$ cat config.mk
export PLATFORM = sky130hd
export DESIGN_NAME = stream_xor_signature
export DESIGN_NICKNAME = d
export VERILOG_FILES = /design/src/rtl/stream_xor_signature.sv
export SDC_FILE = /design/constraint.sdc
export NUM_CORES = 1
export LEC_CHECK = 0
export ABC_AREA = 1
export CAP_MARGIN = 20
export CORE_ASPECT_RATIO = 1.4
export CORE_MARGIN = 8
export CORE_UTILIZATION = 40
export CTS_BUF_LIST = sky130_fd_sc_hd__clkbuf_4
export CTS_CLUSTER_DIAMETER = 50
export CTS_CLUSTER_SIZE = 30
export DETAILED_ROUTE_END_ITERATION = 12
export HOLD_SLACK_MARGIN = 0.08
export PLACE_DENSITY = 0.63
export SLEW_MARGIN = 10
export SYNTH_ARGS = -nofsm -noshare
export SYNTH_HDL_FRONTEND = slang
export SYNTH_SLANG_ARGS = --single-unit
$ cat constraint.sdc
create_clock -name clk -period 1.85 [get_ports clk]
set_input_delay 0.2775 -clock clk [delete_from_list [all_inputs] [get_ports clk]]
set_output_delay 0.2775 -clock clk [all_outputs]
set_load 0.05 [all_outputs]
$ cat src/rtl/stream_xor_signature.sv
// AXI-Stream XOR-reduction sink: folds each beat to OUT_WIDTH bits and emits one signature per frame.
// Define XOR_SIGNATURE_ROTATE_EN for an order-sensitive (rotate-then-XOR) signature.
module stream_xor_signature #(
    parameter int unsigned DATA_WIDTH  = 8,
    parameter int unsigned OUT_WIDTH   = 8,
    parameter int unsigned FRAME_BEATS = 16,
    parameter int unsigned CNT_WIDTH   = 32
) (
    input  logic                  clk,
    input  logic                  rst,
    input  logic [DATA_WIDTH-1:0] s_axis_tdata,
    input  logic                  s_axis_tvalid,
    output logic                  s_axis_tready,
    output logic [OUT_WIDTH-1:0]  m_axis_tdata,
    output logic                  m_axis_tuser,
    output logic                  m_axis_tvalid,
    input  logic                  m_axis_tready,
    output logic [CNT_WIDTH-1:0]  frame_count
);

    localparam int unsigned NCH       = (DATA_WIDTH + OUT_WIDTH - 1) / OUT_WIDTH;
    localparam int unsigned PAD_WIDTH = NCH * OUT_WIDTH;
    localparam int unsigned BCW       = (FRAME_BEATS > 1) ? $clog2(FRAME_BEATS) : 1;
    localparam logic [BCW-1:0] LAST_BEAT = BCW'(FRAME_BEATS - 1);

    typedef enum logic {
        StAccum,
        StOutput
    } state_e;

    state_e                 state;
    logic [OUT_WIDTH-1:0]   acc;
    logic [OUT_WIDTH-1:0]   acc_next;
    logic [OUT_WIDTH-1:0]   fold;
    logic [PAD_WIDTH-1:0]   padded;
    logic [BCW-1:0]         beat_cnt;

    // Rotate left by one within OUT_WIDTH; degenerates to identity at width 1.
    function automatic logic [OUT_WIDTH-1:0] rotl1(input logic [OUT_WIDTH-1:0] a);
        logic [OUT_WIDTH-1:0] r;
        r = '0;
        for (int i = 0; i < int'(OUT_WIDTH); i++) begin
            r[(i + 1) % int'(OUT_WIDTH)] = a[i];
        end
        return r;
    endfunction

    always_comb begin
        padded = '0;
        padded[DATA_WIDTH-1:0] = s_axis_tdata;
        fold = '0;
        for (int k = 0; k < int'(NCH); k++) begin
            fold = fold ^ padded[k*OUT_WIDTH +: OUT_WIDTH];
        end
    end

    always_comb begin
`ifdef XOR_SIGNATURE_ROTATE_EN
        acc_next = rotl1(acc) ^ fold;
`else
        acc_next = acc ^ fold;
`endif
    end

    // Ready drops with rst itself so no beat is offered while reset is held.
    assign s_axis_tready = (state == StAccum) && !rst;

    always_ff @(posedge clk) begin
        if (rst) begin
            state         <= StAccum;
            acc           <= '0;
            beat_cnt      <= '0;
            m_axis_tvalid <= 1'b0;
            m_axis_tdata  <= '0;
            m_axis_tuser  <= 1'b0;
            frame_count   <= '0;
        end else begin
            unique case (state)
                StAccum: begin
                    if (s_axis_tvalid) begin
                        if (beat_cnt == LAST_BEAT) begin
                            m_axis_tdata  <= acc_next;
                            m_axis_tuser  <= ^acc_next;
                            m_axis_tvalid <= 1'b1;
                            acc           <= '0;
                            beat_cnt      <= '0;
                            state         <= StOutput;
                        end else begin
                            acc      <= acc_next;
                            beat_cnt <= beat_cnt + BCW'(1);
                        end
                    end
                end
                StOutput: begin
                    if (m_axis_tready) begin
                        m_axis_tvalid <= 1'b0;
                        frame_count   <= frame_count + CNT_WIDTH'(1);
                        state         <= StAccum;
                    end
                end
                default: state <= StAccum;
            endcase
        end
    end

endmodule
==> flow_results.org, run 1 <==
** Hold path
- Hold Path Origin :: beat_cnt[3]$_SDFFE_PP0N_
- The worst hold path was traced through 2 stages.
- Worst min-delay path category :: reg2reg
- For hold timing, the worst endpoint is beat_cnt[3]$_SDFFE_PP0N_.

** Job
- Max-cap violations in this run came to 0.

** Clock tree
- TritonCTS built the clock tree.
- The longest clock path from root to sink contains 2 buffers.
- CTS clock-pin slew for the worst setup and hold paths :: around 0.17 ns
- The cell sitting at the root of the clock tree is a sky130_fd_sc_hd__clkbuf_4.
- Counting the buffers created by CTS gives 5.
- Insertion delay of the later-clocked pin in the worst-skew pair :: around 0.40 ns
- Clock sinks :: 55
- Number of H-tree levels :: 2
- Hold-fix buffers, CTS :: 0

** Synth
- Each instance of the synthesized netlist takes up on average 6.47 sq um.
- Post-synthesis sequential area ratio :: a little under 40%
- YS warnings :: 0
- Synthesis instantiated 29 different standard cells from the library.
- In this run the cell area of the synthesized design comes to 2840 sq um.
- Number of nets in the synthesized netlist :: 453
- Counting flops and latches in the post-synthesis netlist gives between 50 and 60.
- Number of cells produced by synthesis :: between 400 and 500

** Critical path
- The critical path goes through dlygate4sd2_1.
- The worst register-to-register path has a depth of 9.
- Worst reg-to-reg setup slack :: between 0.2 and 0.3 ns
- In this run the worst path has a maximum fanout of 4.
- Reg2Reg Launch Point :: frame_count[6]$_SDFFE_PP0P_
- Among all stages on the critical path, the largest delay is contributed by sky130_fd_sc_hd__dlygate4sd2_1.
- The number of buffers and inverters on the critical path is 1.
- Critical register-to-register path endpoint :: frame_count[28]$_SDFFE_PP0P_
- STA classifies the critical path endpoint as a primary output.
- Startpoint type of the worst setup path :: flop
- By startpoint and endpoint, the worst setup path is classified as reg2out.
- Among cell families on the critical path, the largest total delay comes from buffers and inverters.
- Required time of the critical path :: 1.57 ns
- Longest individual stage delay on the worst path :: about 0.55 ns
- Signal arrival time at the worst endpoint :: between 1 and 1.5 ns

** Timing
- The hold violation count in the final report is 0.
- Counting I/O delays and the setup requirement, the final critical path takes ~1.6 ns.
- The worst path uses between 80% and 90% of the clock period.
- Setup violations remaining at the end of the flow were counted as 0.
- Headroom to the max-slew limit came out at about 67%.
- Setup repair after global routing left no endpoint under its margin.
- Count of final max-slew check failures :: 0
- Final setup skew :: 0.0186 ns
- For the pin with the worst max-slew slack, the measured transition is roughly 0.50 ns.
- Minimum setup slack in the final design :: 0.220 ns
- Timing would allow up to between 0.6 and 0.7 GHz.
- Post-route worst hold slack :: roughly 0.50 ns

** Power and ir drop
- The worst-case IR drop observed on VDD is roughly 400 uV.
- Sequential Power Share :: between 50% and 60%
- Power per Cell Area :: around 580 nW/um^2
- Switching power :: approximately 0.00053 W
- Proportion of power drawn by combinational gates :: 9.4%
- The completed layout was analyzed and its total power is 0.00210 W.
- Cell leakage power :: approximately 1.8 nW
- Net switching is 25.3% of the power.
- Portion of total power attributed to the clock network :: about a third
- Internal power :: around 0.0016 W

** Routing
- In this run, the number of DRC markers left after iteration 0 of detailed routing was 99.
- Via/cell ratio :: 4.63
- For this run, design rule violations remaining after detail routing come to 0.
- The count of nets left with antenna violations once routing finished came out at 0.
- First-pass detailed-route iteration total :: 4
- Wire per inst :: between 10 and 15 um
- Summing over every cut layer, the via total after detailed routing is approximately 2,800.
- Summed over all layers, the routed wires come to 7130 um.

** Die
- The floorplan step set the die width to just under 90 um.
- The floorplan step defined a die boundary enclosing between 10,000 and 15,000 sq um.
- The region available for standard cell placement spans just under 7000 sq um.
- In this run the vertical extent of the chip is ~120 um.
- 55 I/O pins were placed.
- The floorplan has 36 rows.
- Once the floorplan was initialized, standard cells occupied approximately two fifths of the core.

** Finish
- Commonest non-fill, non-tap cells in the layout :: sky130_fd_sc_hd__nand2_1 (154), sky130_fd_sc_hd__nor2_1 (58), sky130_fd_sc_hd__dfxtp_1 (54)
- Final instance area :: 3650 sq um
- The library cell used most frequently in the layout, excluding fill and tap cells, is sky130_fd_sc_hd__nand2_1.
- Fin util :: between 50% and 60%
- In the final layout, the share of cells above drive strength 1 is between 10 and 15%.
- Nets :: around 530
- Filler cell count in the final layout :: a little over 700
- Relative to the synthesized area, the layout overhead comes to 28.5%.
- ANT cells :: 0

** Placed design
- The congestion estimate from routability-driven global placement came to approximately 0.9.
- Area of placed instances :: between 3000 and 4000 sq um
- OpenSTA, run right after detailed placement, puts the worst setup slack at -0.00787 ns.
- The count of buffers added on input and output ports is 54.
- Detailed placement finished with a half-perimeter wire length of about 5600 um.

** Global route
- Total Routing Usage GR :: 14.8%
- The via count of the first global-routing pass was 2,751.
- Summed over all layers, the global routing overflow is 0.
- Global-route wire length before repair :: around 12,000 um
- The initial antenna violation count is 0.
- Pin count of the biggest net entering global routing :: 23

** Run status
- Status :: complete, no violations
## per-layer routing
| metal | wire length, um | GRT usage [%] |
|---|---|---|
| met5 | 0 | 0 |
| met4 | 176 | 6.57 |
| met3 | 368 | 3.76 |
| met2 | 3660 | 27.4 |
| met1 | 2920 | 15.0 |
## kinds of logic (layout without fill, tap and decap cells)
| logic type | count (synthesis) | count (layout) | synth area share (%) |
|---|---|---|---|
| fa+ha+maj | 2 | 2 | 0.881 |
| buf+inv | 63 | 139 | 8.46 |
| compound gates | 58 | 58 | 10.8 |
| flops | 55 | 55 | 38.8 |
| simple gates | 254 | 254 | 38.9 |
| xor+xnor | 7 | 7 | 2.16 |
## cell type report
| class | count | area [sq um] | area share [%] |
|---|---|---|---|
| Timing Repair Buffer | 76 | 639 | 17.5 |
| Clock buffer | 5 | 37.5 | 1.03 |
| Inverter | 55 | 206 | 5.66 |
| Clock inverter | 3 | 42.5 | 1.17 |
| Multi-Input combinational cell | 321 | 1500 | 41.1 |
| Tap cell | 95 | 119 | 3.26 |
| Sequential cell | 55 | 1100 | 30.2 |
## worst max-delay path by stage
stage | start | endpoint | slack, ns | depth (start not counted)
final | frame_count[22]$_SDFFE_PP0P_ | frame_count[22] | 0.22 | 1
after global routing | frame_count[6]$_SDFFE_PP0P_ | frame_count[22]$_SDFFE_PP0P_ | 0.02 | 10
after CTS | frame_count[22]$_SDFFE_PP0P_ | frame_count[22] | 0.18 | 1
after detailed placement | m_axis_tready | frame_count[29]$_SDFFE_PP0P_ | -0.008 | 9
after global placement | m_axis_tready | frame_count[29]$_SDFFE_PP0P_ | 0.03 | 10
after floorplan | frame_count[1]$_SDFFE_PP0P_ | frame_count[24]$_SDFFE_PP0P_ | 0.0006 | 10
## metrics by stage
stage | setup TNS (ns) | std cells
floorplan | 0 | 439
global placement | 0 | 602
detailed placement | -0.00787 | 602
CTS | 0 | 610
global route | 0 | 610
finish | 0 | 610
## state kept, by name (all words and copies together) (netlist names)
register	cells
m_axis_tdata	8
m_axis_tvalid	1
state	1
acc	8
m_axis_tuser	1
frame_count	32
beat_cnt	4
## cells in the mapped netlist
cell type	instances	area (sq um)
sky130_fd_sc_hd__nand2_4	3	33.8
sky130_fd_sc_hd__nand3_1	19	95.1
sky130_fd_sc_hd__a211oi_1	2	15.0
sky130_fd_sc_hd__nor2_1	59	221
sky130_fd_sc_hd__nor3b_1	1	7.51
sky130_fd_sc_hd__nor2_8	2	40.0
sky130_fd_sc_hd__nand4_1	3	18.8
sky130_fd_sc_hd__inv_1	52	195
sky130_fd_sc_hd__clkbuf_1	5	18.8
sky130_fd_sc_hd__ha_1	2	25.0
sky130_fd_sc_hd__nand3b_1	2	15.0
sky130_fd_sc_hd__nor4_1	3	18.8
sky130_fd_sc_hd__inv_2	2	7.51
sky130_fd_sc_hd__clkinv_1	1	3.75
sky130_fd_sc_hd__nor3_1	2	10.0
sky130_fd_sc_hd__nor2_4	2	22.5
sky130_fd_sc_hd__o21a_1	2	15.0
sky130_fd_sc_hd__o21ai_0	19	95.1
sky130_fd_sc_hd__nand2_1	154	578
sky130_fd_sc_hd__o211a_1	1	10.0
sky130_fd_sc_hd__nor2_2	1	6.26
sky130_fd_sc_hd__nor3_4	1	16.3
sky130_fd_sc_hd__buf_2	3	15.0
sky130_fd_sc_hd__xor2_1	5	43.8
sky130_fd_sc_hd__dfxtp_1	55	1100
sky130_fd_sc_hd__o21bai_1	1	7.51
sky130_fd_sc_hd__a21oi_1	33	165
sky130_fd_sc_hd__nand3_2	2	20.0
sky130_fd_sc_hd__xnor2_1	2	17.5
## power by group through the flow
| stage | clock (W) | combinational, W | sequential (W) |
|---|---|---|---|
| 4_1_cts | 0.000714 | 0.000200 | 0.00122 |
| 2_1_floorplan | 0 | 0.000128 | 0.00124 |
| 5_1_grt | 0.000755 | 0.000228 | 0.00122 |
| 3_3_place_gp | 0 | 0.000195 | 0.00124 |
| 3_5_place_dp | 0 | 0.000200 | 0.00124 |
| 6_report | 0.000690 | 0.000198 | 0.00122 |
## repair_timing
| action | 4_1_cts | 5_1_grt |
|---|---|---|
| gates cloned | 0 | 0 |
| setup endpoints to repair | 13 | 1 |
| endpoints found under the hold margin | 0 | 0 |
| buffers inserted | 0 | 0 |
| resized for setup | 13 | 1 |
No activity file was read; power rests on OpenSTA's default activity.
==> run 2: changes to the inputs <==
- GPL_ROUTABILITY_DRIVEN: default -> 0
- SETUP_SLACK_MARGIN: default -> 0.1
==> flow_results.org, run 2 (same netlist as run 1, synthesis figures left out) <==
** Timing
- The final worst clock skew is 0.00757 ns (was 0.0186 ns).
- Max-slew headroom at the worst pin :: 66.5% (was 66.7%)
- Number of endpoints failing setup at the final stage :: 0 (unchanged)
- Fmax :: 0.618 GHz (was 0.614 GHz)
- Total Negative Setup Slacks :: 0 ns (unchanged)
- The final cycle utilization of the critical path is 87.5% (was 88.1%).
- The final worst hold slack came to 0.481 ns (was 0.495 ns).
- The count of final max-slew check failures was 0 (unchanged).
- The hold violation count in the final report came to 0 (unchanged).
- The final period demand of the worst path was 1.62 ns (was 1.63 ns).
- Measured slew at the worst slew-check pin :: 0.504 ns (was 0.499 ns)
- RSZ-0062 raised after global routing :: no (unchanged)

** Finish
- The commonest non-fill, non-tap cell in the layout is sky130_fd_sc_hd__nand2_1 (unchanged).
- ANT cells :: 0 (unchanged)
- Commonest non-fill, non-tap cells in the layout :: sky130_fd_sc_hd__nand2_1 (154), sky130_fd_sc_hd__nor2_1 (58), sky130_fd_sc_hd__inv_1 (52) (was sky130_fd_sc_hd__nand2_1 (154), sky130_fd_sc_hd__nor2_1 (58), sky130_fd_sc_hd__dfxtp_1 (54))
- Number of flip-flops in the largest register :: 32 (unchanged)
- Final standard cell count with taps included and fillers excluded :: 610 (unchanged)
- The register with the most flip-flops was frame_count (unchanged).
- The total number of nets in the final design came to 528 (unchanged).
- The cell area after layout came to 3640 sq um (was 3650 sq um).
- Largest registers in the final layout :: frame_count: 32 flops, acc: 8 flops, m_axis_tdata: 8 flops (unchanged)
- Fin util :: 52.5% (was 52.6%)
- Synthesis-to-finish area growth :: 28.3% (was 28.5%)
- The share of final-layout standard cells stronger than drive strength 1 is 14.4% (unchanged).

** Clock tree
- Insertion delay of the later-clocked pin in the worst-skew pair :: 0.38 ns (was 0.40 ns)
- Clock sinks :: 55 (unchanged)
- CTS clock-pin slew for the worst setup and hold paths :: 0.16 ns (was 0.17 ns)
- Clock buffers created by TritonCTS :: 5 (unchanged)
- The clock tree from TritonCTS is yes (unchanged).
- Hold-fix buffers, CTS :: 0 (unchanged)
- The buffer cell driving the clock tree root is sky130_fd_sc_hd__clkbuf_4 (unchanged).
- Number of buffers on the longest clock path :: 2 (unchanged)
- Number of H-tree levels :: 2 (unchanged)

** Placed design
- The number of input and output port buffers inserted is 54 (unchanged).
- Number of placed instances, taps included :: 602 (unchanged)
- The area after detailed placement came to 3590 sq um (was 3580 sq um).
- The HPWL after detailed placement came to 5850 um (was 5610 um).

** Critical path
- Largest fanout on the critical path :: 4 (unchanged)
- Sequence of cells on the critical path: dlygate4sd2_1 (unchanged).
- Crit path buf inv count :: 1 (unchanged)
- Worst setup EP type :: primary output (unchanged)
- Type of the setup path with the least slack :: reg2out (unchanged)
- Startpoint type of the worst setup path :: flop (unchanged)
- Longest individual stage delay on the worst path :: 0.55 ns (about the same)
- Required time of the critical path :: 1.57 ns (about the same)
- Slowest cell on the critical path :: sky130_fd_sc_hd__dlygate4sd2_1 (unchanged)
- Signal arrival time at the worst endpoint :: 1.34 ns (was 1.35 ns)
- Top delay family on crit path :: buffers and inverters (unchanged)

** Routing
- Number of DRC violations after detailed-routing iteration 0 :: 93 (was 99)
- Wirelength, routed :: 7420 um (was 7130 um)
- Remaining design rule violation count :: 0 (unchanged)
- The number of antenna-violating nets in the routed design is 0 (unchanged).
- First-pass detailed-route iteration total :: 4 (unchanged)
- Wire per inst :: 12.2 um (was 11.7 um)
- Total vias in the final route :: 2,882 (was 2,826)
- The average vias per placed instance was 4.72 (was 4.63).

** Power and ir drop
- Internal power :: 0.00156 W (was 0.00157 W)
- Switching share of power :: 25.1% (was 25.3%)
- VDD IR-drop max :: 286 uV (was 398 uV)
- The combinational share of power was 9.6% (was 9.4%).
- Power per Cell Area :: 572 nW/um^2 (was 577 nW/um^2)
- The sequential share of power is 58.4% (was 57.8%).
- The standby leakage power came to 1.79 nW (was 1.78 nW).
- The part of the total power dissipated in the clock network was 32.1% (was 32.8%).
- Switching power :: 0.000523 W (was 0.000533 W)

** Global route
- Vias in the first global route :: 2,870 (was 2,751)
- Total Routing Usage GR :: 15.2% (was 14.8%)
- Pin count of the biggest net entering global routing :: 19 (was 23)
- Global-route wire length before repair :: 12,400 um (was 12,100 um)
- The initial antenna violation count was 0 (unchanged).
- The residual overflow from global routing came to 0 (unchanged).

** Die
- The count of standard-cell rows came to 36 (unchanged).
- Overall die height :: 116 um (unchanged)
- The initial standard-cell utilization of the core came to 40.9% (unchanged).
- Die Area :: 10,100 sq um (unchanged)
- The placeable core area was 6940 sq um (unchanged).
- Top-Level Pins :: 55 (unchanged)
- Chip Width :: 87.2 um (unchanged)

** Run status
- Status: complete, no violations (unchanged).

** Job
- The total of max-cap violations came to 0 (unchanged).

** Hold path
- The kind of path behind the tightest hold check is reg2reg (unchanged).
run 2: cell count changes in the layout (fill, tap and decap cells not counted):
| cell | before | now |
|---|---|---|
| sky130_fd_sc_hd__inv_6 | 1 | 0 |
| sky130_fd_sc_hd__clkinv_2 | 0 | 1 |
| sky130_fd_sc_hd__buf_4 | 50 | 46 |
| sky130_fd_sc_hd__dfxtp_1 | 54 | 49 |
| sky130_fd_sc_hd__dlygate4sd2_1 | 13 | 18 |
| sky130_fd_sc_hd__buf_12 | 2 | 1 |
| sky130_fd_sc_hd__dfxtp_2 | 1 | 6 |
run 2: stage by stage:
step | power (W) | worst slack (ns)
after floorplan | 0.00136 | 0.113
after global placement | 0.00143 | -0.0270
after detailed placement | 0.00144 | -0.0464
after CTS | 0.00211 | 0.195
after global routing | 0.00217 | 0.107
final | 0.00208 | 0.231
run 2: worst paths after layout:
| path | slack (ns) | endpoint | start | depth (start not counted) |
|---|---|---|---|---|
| max | 0.23 | frame_count[22] | frame_count[22]$_SDFFE_PP0P_ | 1 |
| min | 0.48 | frame_count[3]$_SDFFE_PP0P_ | frame_count[3]$_SDFFE_PP0P_ | 1 |
| max reg2reg | 0.28 | frame_count[28]$_SDFFE_PP0P_ | frame_count[0]$_SDFFE_PP0P_ | 10 |
| min reg2reg | 0.48 | frame_count[3]$_SDFFE_PP0P_ | frame_count[3]$_SDFFE_PP0P_ | 1 |
run 2: area by class of cell:
cell class                 count  area, sq um
clock buffer                   5         37.5
inverter                      55          206
multi-input combinational    321         1500
timing repair buffer          76          633
fill                         723         3290
tap                           95          119
clock inverter                 3         38.8
sequential                    55         1110
run 2: metal layers:
metal | global-route usage (%) | up-vias | part of all wire (%)
li1 | - | 1517 | -
met1 | 14.2 | 1302 | 40
met2 | 30.9 | 51 | 55
met3 | 3.05 | 12 | 3.8
met4 | 5.41 | 0 | 2.0
met5 | 0 | - | 0
run 2: worst register-to-register path: cells and delay by family, from the launching register on:
kind | cells | cell delay [ns]
simple gates | 8 | 0.86
buf+inv | 1 | 0.09
flops | 1 | 0.40
fa+ha+maj | 1 | 0.16
run 2: power by group through the flow:
| stage | sequential, W | clock [W] | combinational [W] |
|---|---|---|---|
| 3_3_place_gp | 0.00124 | 0 | 0.000193 |
| 3_5_place_dp | 0.00124 | 0 | 0.000199 |
| 6_report | 0.00122 | 0.000668 | 0.000199 |
| 4_1_cts | 0.00122 | 0.000694 | 0.000200 |
| 2_1_floorplan | 0.00124 | 0 | 0.000128 |
| 5_1_grt | 0.00122 | 0.000724 | 0.000228 |
run 2: repair_timing:
item / 4_1_cts / 5_1_grt
pin swaps: 0 / 0
setup buffers: 0 / 0
endpoints found under the setup margin: 18 / 1
resized for setup: 18 / 1
==> run 3: changes to the inputs <==
- PLACE_DENSITY: 0.63 -> 0.67
- SKIP_LAST_GASP: default -> 1
- clock period: 1.85 -> 1.43 ns (I/O delays scaled with it)
==> flow_results.org, run 3 (same netlist as run 1, synthesis figures left out) <==
** Global route
- Vias in the first global route :: 3,173 (was 2,870)
- Number of antenna violations at the first check in global routing :: 0 (unchanged)
- The global-route wire length before repair was 13,800 um (was 12,400 um).
- Total Routing Usage GR :: 17.0% (was 15.2%)
- The residual overflow from global routing is 0 (unchanged).
- The largest net degree at the start of global routing is 23 (was 19).

** Clock tree
- The deepest clock path buffer count was 2 (unchanged).
- Clock buffers created by TritonCTS :: 5 (unchanged)
- Number of H-tree levels :: 2 (unchanged)
- Clock sinks :: 55 (unchanged)
- The clock tree from TritonCTS was yes (unchanged).
- The buffer cell driving the clock tree root is sky130_fd_sc_hd__clkbuf_4 (unchanged).
- CTS clock-pin slew for the worst setup and hold paths :: 0.16 ns (about the same)
- The clock latency of the later-clocked register in the worst-skew pair is 0.38 ns (about the same).

** Timing
- The final setup violation count came to 3 (was 0).
- Count of final max-slew check failures :: 0 (unchanged)
- Final setup skew :: 0.00709 ns (was 0.00757 ns)
- The slew at the pin closest to its max-slew limit is 0.436 ns (was 0.504 ns).
- Of the available clock period, the critical path in the final layout requires 101%.
- RSZ-0062 raised after global routing: yes (was no).
- Fin crit period :: 1.44 ns
- Minimum setup slack in the final design :: -0.0142 ns (was 0.231 ns)
- Based on the critical path, the design can be clocked at up to about 0.69 GHz.
- The hold violation count in the final report came to 0 (unchanged).
- Total Negative Setup Slacks :: -0.0274 ns (was 0 ns)
- Max-slew headroom at the worst pin :: 70.7% (was 66.5%)

** Die
- The die footprint is 10,100 sq um (unchanged).
- The placeable core area was 6940 sq um (unchanged).
- Overall die height :: 116 um (unchanged)
- Chip Width :: 87.2 um (unchanged)
- The count of boundary I/O pins was 55 (unchanged).
- The initial standard-cell utilization of the core came to 40.9% (unchanged).
- Number of rows in the core area :: 36 (unchanged)

** Run status
- Failing checks :: negative setup slack
- Status :: finished with violations (was complete, no violations)

** Critical path
- Sequence of cells on the critical path :: nand2_2 > inv_2 > nand3_2 > nand3b_1 > nor2_2 > nand3_1 > nand2_1 > nor2_1 (was dlygate4sd2_1)
- The reg-to-reg critical path startpoint is frame_count[9]$_SDFFE_PP0P_ (was frame_count[0]$_SDFFE_PP0P_).
- Slowest cell on the critical path :: sky130_fd_sc_hd__dfxtp_4 (was sky130_fd_sc_hd__dlygate4sd2_1)
- Critical register-to-register path endpoint :: frame_count[29]$_SDFFE_PP0P_ (was frame_count[28]$_SDFFE_PP0P_)
- The classification of the worst setup path is reg2reg (was reg2out).
- The startpoint kind of the worst setup timing path is a flop (unchanged).
- The path depth of the worst reg2reg path is 8 (was 10).
- Required time of the critical path :: 1.74 ns (was 1.57 ns)
- The worst setup slack for register-to-register paths was -0.01 ns (was 0.28 ns).
- The kind of end point of the critical path is a flop (was primary output).
- The worst-path maximum fanout was 4 (unchanged).
- Longest individual stage delay on the worst path :: 0.42 ns (was 0.55 ns)
- The endpoint arrival time on the critical path is 1.75 ns (was 1.34 ns).

** Finish
- Register bank with the most flops :: frame_count (unchanged)
- Nets :: 583 (was 528)
- Synthesis-to-finish area growth :: 76.1% (was 28.3%)
- Fin util :: 72.1% (was 52.5%)
- ANT cells :: 0 (unchanged)
- The filler cell count in the final layout came to 510 (was 723).
- Final standard cell count with taps included and fillers excluded :: 665 (was 610)
- Commonest non-fill, non-tap cell in the layout :: sky130_fd_sc_hd__nand2_1 (unchanged)
- Largest registers in the final layout :: frame_count: 32 flops, acc: 8 flops, m_axis_tdata: 8 flops (unchanged)
- Share of post-route cells with drive strength above 1 :: 41.2% (was 14.4%)
- Number of flip-flops in the largest register :: 32 (unchanged)
- Commonest non-fill, non-tap cells in the layout :: sky130_fd_sc_hd__nand2_1 (141), sky130_fd_sc_hd__buf_4 (66), sky130_fd_sc_hd__inv_1 (45) (was sky130_fd_sc_hd__nand2_1 (154), sky130_fd_sc_hd__nor2_1 (58), sky130_fd_sc_hd__inv_1 (52))

** Routing
- Remaining design rule violation count :: 0 (unchanged)
- The vias after detailed routing came to 3,286 (was 2,882).
- First-pass detailed-route iteration total :: 4 (unchanged)
- The number of antenna-violating nets in the routed design came to 0 (unchanged).
- The wire length per cell after detailed routing is 13.6 um (was 12.2 um).
- The routed wire length is 9050 um (was 7420 um).
- Via/cell ratio :: 4.94 (was 4.72)
- The DRC violation total after the first TritonRoute iteration was 114 (was 93).

** Power and ir drop
- The standby leakage power came to 2.27 nW (was 1.79 nW).
- Power per Cell Area :: 586 nW/um^2 (was 572 nW/um^2)
- The sum of internal, switching and leakage power was 0.00293 W (was 0.00208 W).
- VDD IR-drop max :: 518 uV (was 286 uV)

** Placed design
- The HPWL after detailed placement is 6250 um (was 5850 um).
- The number of input and output port buffers inserted was 54 (unchanged).
- Number of placed instances, taps included :: 631 (was 602)
- The placement-stage worst setup slack is -0.356 ns (was -0.0464 ns).

** Hold path
- The number of stages on the worst hold path was 2 (was 1).
- Capture endpoint of the worst hold path :: acc[5]$_SDFFE_PP0N_ (was frame_count[3]$_SDFFE_PP0P_)
- The start point of the worst hold path was acc[5]$_SDFFE_PP0N_ (was frame_count[3]$_SDFFE_PP0P_).
- The kind of path behind the tightest hold check is reg2reg (unchanged).

** Job
- The total of max-cap violations was 0 (unchanged).
==> run 3: cell types whose count changed in the layout (fill, tap and decap cells not counted), moves of 13 or more <==
cell,delta
sky130_fd_sc_hd__buf_12,+43
sky130_fd_sc_hd__buf_4,+20
sky130_fd_sc_hd__dfxtp_1,-32
sky130_fd_sc_hd__dfxtp_4,+26
sky130_fd_sc_hd__dlygate4sd2_1,-18
sky130_fd_sc_hd__nand2_1,-13
sky130_fd_sc_hd__nor2_1,-17
==> run 3: how the worst max path moves through the flow <==
stage	startpoint	to	slack (ns)	cells past startpoint
floorplan	frame_count[1]$_SDFFE_PP0P_	frame_count[24]$_SDFFE_PP0P_	-0.04	10
finish	frame_count[9]$_SDFFE_PP0P_	frame_count[29]$_SDFFE_PP0P_	-0.01	8
detailed placement	m_axis_tready	frame_count[21]$_SDFFE_PP0P_	-0.36	8
CTS	frame_count[1]$_SDFFE_PP0P_	frame_count[30]$_SDFFE_PP0P_	0.003	11
global placement	m_axis_tready	frame_count[21]$_SDFFE_PP0P_	-0.32	8
global route	frame_count[9]$_SDFFE_PP0P_	frame_count[29]$_SDFFE_PP0P_	-0.14	9
==> run 3: power by group <==
group	leakage, nW	internal, W	switching (W)
registers	0.471	0.00151	0.0000214
clock network	0.0559	0.000565	0.000500
logic	1.74	0.000160	0.000178
total	2.27	0.00223	0.000700
==> run 3: layer usage <==
| metal | GRT usage, % | vias up | part of all wire (%) |
|---|---|---|---|
| met3 | 3.90 | 29 | 5.4 |
| met1 | 15.2 | 1527 | 34 |
| li1 | - | 1638 | - |
| met5 | 0 | - | 0 |
| met2 | 34.3 | 92 | 57 |
| met4 | 7.72 | 0 | 3.6 |
==> run 3: timing repair <==
| item | 4_1_cts | 5_1_grt |
|---|---|---|
| pin swaps | 8 | 20 |
| hold buffers | 0 | 0 |
| hold endpoints to repair | 0 | 0 |
| gates cloned | 1 | 3 |
| setup buffers | 12 | 10 |
| endpoints found under the setup margin | 40 | 41 |
| gates resized for setup | 20 | 66 |
==> run 3: critical path: cells and delay by family (launching register included) <==
family,cells,cell delay [ns]
AND/OR/NAND/NOR,7,0.86
flip-flops,1,0.42
buffers and inverters,1,0.10
==> run 3: final cells by class <==
class                   count  area [sq um]  area share (%)
inverters                  55           211            4.23
clock buffers               6          45.0           0.901
repair buffers            130          1580            31.6
flip-flops and latches     55          1210            24.3
multi-input cells         321          1760            35.2
repair inverters            1          7.51           0.150
well taps                  95           119            2.38
clock inverters             2          60.1            1.20
==> run 3: per-stage QoR <==
step                      cell area, sq um  hold WS (ns)
after floorplan                       2990         0.397
after global placement                4440         0.463
after detailed placement              4440         0.468
after CTS                             4700         0.466
after global routing                  5000         0.510
final                                 5000         0.493
